File: config.mk
export PLATFORM = sky130hd
export DESIGN_NAME = issue_ctrl
export DESIGN_NICKNAME = d
export VERILOG_FILES = /design/src/rtl/issue_ctrl.sv
export SDC_FILE = /design/constraint.sdc
export NUM_CORES = 1
export LEC_CHECK = 0
export CAP_MARGIN = 20
export CORE_AREA = 2 2 129 68
export DETAILED_ROUTE_END_ITERATION = 8
export DIE_AREA = 0 0 131 70
export PLACE_DENSITY = 0.94
export REMOVE_ABC_BUFFERS = 1
export SLEW_MARGIN = 20
export SYNTH_ARGS = -nofsm -noshare
export SYNTH_HDL_FRONTEND = slang
export SYNTH_SLANG_ARGS = --single-unit
File: constraint.sdc
create_clock -name clk -period 11.5 [get_ports clk]
set_input_delay 2.3 -clock clk [delete_from_list [all_inputs] [get_ports clk]]
set_output_delay 2.3 -clock clk [all_outputs]
set_load 0.005 [all_outputs]
File: src/rtl/issue_ctrl.sv
// issue_ctrl: in-order issue gate with register scoreboard, memory-op limit and branch wait/flush FSM.
module issue_ctrl #(
    parameter int MAX_MEM = 2
) (
    input  logic        clk,
    input  logic        rst_n,
    input  logic        dec_valid,
    output logic        dec_ready,
    input  logic [1:0]  dec_insttype,
    input  logic [4:0]  dec_rs,
    input  logic [4:0]  dec_rt,
    input  logic [4:0]  dec_rd,
    input  logic        dec_rfwe,
    output logic        iss_valid,
    input  logic        iss_ready,
    input  logic        wb_valid,
    input  logic [4:0]  wb_rd,
    input  logic        mem_done,
    input  logic        br_resolve,
    input  logic        br_taken,
    output logic        flush,
    output logic [31:0] stall_cnt
);
    typedef enum logic [1:0] {RUN, BR_WAIT, FLUSH} state_t;

    state_t      state_q, state_d;
    logic [31:0] pend_q, pend_d;
    logic [2:0]  mem_q, mem_d;
    logic [31:0] stall_q, stall_d;
    logic [31:0] wb_mask, set_mask, eff;
    logic        raw_haz, waw_haz, is_ag, is_br, mem_full, can_issue, run, fire;

    always_comb begin
        wb_mask   = wb_valid ? (32'd1 << wb_rd) : 32'd0;
        eff       = pend_q & ~wb_mask;
        raw_haz   = eff[dec_rs] | eff[dec_rt];
        waw_haz   = dec_rfwe & (dec_rd != 5'd0) & eff[dec_rd];
        is_ag     = dec_insttype == 2'b10;
        is_br     = dec_insttype == 2'b01;
        mem_full  = (mem_q == 3'(MAX_MEM)) & ~mem_done;
        can_issue = ~raw_haz & ~waw_haz & ~(is_ag & mem_full);
        run       = rst_n & (state_q == RUN);
        iss_valid = run & dec_valid & can_issue;
        dec_ready = run & iss_ready & can_issue;
        flush     = rst_n & (state_q == FLUSH);
        fire      = dec_valid & dec_ready;
        // Set is applied after the writeback clear so a same-cycle set wins.
        set_mask  = (fire & dec_rfwe & (dec_rd != 5'd0)) ? (32'd1 << dec_rd) : 32'd0;
        pend_d    = eff | set_mask;
        mem_d     = (fire & is_ag) == (mem_done & (mem_q != 3'd0)) ? mem_q :
                    (fire & is_ag) ? mem_q + 3'd1 : mem_q - 3'd1;
        stall_d   = (run & dec_valid & ~can_issue & ~&stall_q) ? stall_q + 32'd1 : stall_q;
        stall_cnt = stall_q;
        state_d   = state_q;
        case (state_q)
            RUN:     state_d = (fire & is_br) ? BR_WAIT : RUN;
            BR_WAIT: state_d = br_resolve ? (br_taken ? FLUSH : RUN) : BR_WAIT;
            default: state_d = RUN;
        endcase
    end

    always_ff @(posedge clk) begin
        if (!rst_n) begin
            state_q <= RUN;
            pend_q  <= '0;
            mem_q   <= '0;
            stall_q <= '0;
        end else begin
            state_q <= state_d;
            pend_q  <= pend_d;
            mem_q   <= mem_d;
            stall_q <= stall_d;
        end
    end
endmodule

==> run_results.csv <==
group,metric,value,unit
routing,antenna_left,0,
place,io_buffers,65,
cells_and_area,design_area,5680,um2
routing,drc,2,
setup_path,crit_type,"in2out",
cells_and_area,final_common_cell,"dfxtp_1",
routing,firstDrtPassIters,9,
cts,clk_pin_slew_worst_paths,60,ps
run,maxCapViolCount,0,
timing,tightest_slew,1010,ps
floorplanning,coreArea,8260,um2
setup_path,reg2reg_depth,10,
cts,clock_latency,350,ps
cts,clk_path_buf_depth,2,
yosys,yosys_warnings,0,
status,violations,"design-rule violations",
yosys,synth_seq_cells,69,
worst_hold_path,min-delay-start,"state_q[0]$_SDFF_PN0_",
cts,ctsHoldBuffers,0,
routing,drt_iter0_drc,1128,
setup_path,cp_cell_sequence,"clkdlybuf4s50_1 -> nand2_1 -> o21ai_0 -> o21ai_0 -> nor4_1 -> o41ai_1 -> nor4b_2 -> buf_4 -> and2_1 -> clkdlybuf4s50_1",
cells_and_area,mostFrequentLayoutCells,"dfxtp_1, clkdlybuf4s50_1, nand2_1",
cells_and_area,final_nets,675,
timing,fin_setup_tns,0,ps
cts,cts_resized,0,
cells_and_area,areaGrowthSynthToFinish,19.4,%
cts,cts-htree-levels,3,
global_routing,grt_usage,41.9,%
cells_and_area,fin_cells,764,
yosys,synth_area,4750,um2
place,hpwl,13.9,mm
setup_path,r2r_end,"stall_cnt[4]$_SDFFE_PN0P_",
cts,tritoncts,"yes",
cells_and_area,num_antenna_cells,0,
timing,drv_slew,0,
routing,wl_per_cell,25.2,um
setup_path,r2r_start,"stall_cnt[6]$_SDFFE_PN0P_",
yosys,async_flop_share,0,%
timing,whs,478,ps
yosys,synth_edf_count,0,
status,status,"finished, violations left",
global_routing,grt_pass1_wl,28.8,mm
timing,skew,4.16,ps
routing,drt_wl_total,19.3,mm
routing,routed_via_density,7.39,
timing,rsz0062_at_grt,"false",
timing,fin_crit_sh,74.8,%
timing,timing.fmax,116,MHz
power,p_leak,1.77,nW
yosys,synth_cell_type_count,65,
setup_path,worstPathMaxFanout,19,
power,power.total,0.000664,W
cts,cts_inserted_buffers,9,
floorplanning,die-area,9170,um2
yosys,syn_inst,612,
global_routing,grt_max_degree,42,
setup_path,endpoint_kind,"output pin",
power,powerDensity,117,nW/um2
yosys,synth_area_per_cell,7.77,um2
yosys,synth_flop_cell,"dfxtp_1",
setup_path,critical_path.max_stage_delay,750,ps
floorplanning,start_util,57.6,%
place,routabilityCongestion,1.14,
timing,post-route-min-period,8600,ps
worst_hold_path,holdPathStages,2,
cts,cts_sinks,69,
worst_hold_path,hp-class,"reg2reg",
cts,root_buffer,"clkbuf_16",
yosys,synth_seq_area_share,29.1,%
setup_path,critPathArrivalTime,6300,ps
setup_path,worstSetupStartpointType,"input pin",
setup_path,critPathSlowestCell,"clkdlybuf4s50_1",
power,ir_drop,0.0812,mV
place,place_inst,748,
place,dpl-instance-area,5350,um2
global_routing,antenna_found_initial,1,
floorplanning,die_w,131,um
floorplanning,ios,66,
worst_hold_path,hold_path_end,"state_q[1]$_SDFF_PN0_",
routing,vias,5646,
timing,final_hold_viol_count,0,
floorplanning,row_count,24,
cells_and_area,final_layout_size_suffix_gt1_share,5.26,%
global_routing,first_global_vias,5019,
timing,setup_viol,0,
global_routing,overflow,0,
cts,cts_setup_buffers,0,
setup_path,crit_required,9200,ps
timing,relSlewSlack,32.4,%
setup_path,r2r_slack,7920,ps
floorplanning,die_height,70,um
## flip-flops by register name, summed over array words and instances, names as in the netlist
signal and cells:
pend_q 32, state_q 2, stall_cnt 32, mem_q 3
## stage by stage
stage	worst slack [ps]	utilization, %
global placement	3240	64.8
global route	2740	68.7
detailed placement	3120	64.8
floorplan	4790	-
finish	2900	68.7
CTS	3100	68.7
## Yosys cell counts, drive strengths merged, types with 3 or more instances
cell     instances  area share [%]
nor2            28             2.2
or3             20             2.6
or2              3            0.39
xnor2           10             1.8
nand4           13             1.7
mux2i           11             2.3
a22oi            4            0.63
and3b            3            0.55
nor4             7            0.92
o311ai           4            0.74
o22ai            9             1.2
nor3            17             1.8
and3            11             1.4
a32oi            7             1.3
mux2             8             1.9
nor3b            3            0.47
nand4b           4            0.74
nor2b           10             1.3
o211ai          28             4.4
a211o            3            0.55
or4             20             3.2
o31ai           15             2.4
nand2           55             4.3
and4             5            0.92
o21ai           39             4.4
nand3           18             1.9
o2111ai         14             2.6
and2            10             1.3
dfxtp           69              29
o211a            3            0.63
o31a             3            0.55
a21oi           46             4.8
nand2b          14             1.8
clkbuf          29             2.3
buf             21             2.6
inv             16             1.3
nand4bb          4            0.95
o21a             3            0.47
## worst max path at each step
stage / slack, ps / to / startpoint
6_report: 2900 / iss_valid / wb_rd[0]
5_1_grt: 2740 / dec_ready / wb_rd[0]
4_1_cts: 3100 / iss_valid / wb_rd[0]
3_5_place_dp: 3120 / iss_valid / wb_rd[0]
3_3_place_gp: 3240 / dec_ready / wb_rd[0]
2_1_floorplan: 4790 / dec_ready / wb_rd[1]
## routing by layer
layer	up-vias	routed length (um)	GRT usage (%)
li1	2402	-	-
met5	-	13	0
met3	73	3340	19.4
met1	2645	8080	62.7
met4	2	475	10.0
met2	524	7360	53.2
## layout make-up
cell class	count	area, um2
clock inverter	6	86.3
timing repair buffer	69	681
multi-input combinational	477	3080
tap	117	146
sequential	69	1380
clock buffer	10	239
fill	656	2580
inverter	16	60.1
## logic make-up after synthesis
kind of cell / synth area share, %
XOR/XNOR: 2.21
adder cells (fa/ha/maj): 0.684
buffers and inverters: 6.11
flip-flops: 29.1
multiplexers: 4.69
AND/OR/NAND/NOR: 30.2
AO/OA/AOI/OAI: 27.1
## where the power goes
group,leakage [nW],internal [W],switching (W)
Sequential,0.556,0.000244,0.00000682
Clock,0.158,0.000195,0.000113
Combinational,1.06,0.0000372,0.0000670
Total,1.77,0.000477,0.000187
## worst max-delay path: cells and delay by family
| family | cells | cell delay, ps |
|---|---|---|
| compound gates | 3 | 1050 |
| buf+inv | 3 | 1510 |
| simple gates | 4 | 1440 |
Note: power is estimated with default switching activity, not from simulation.
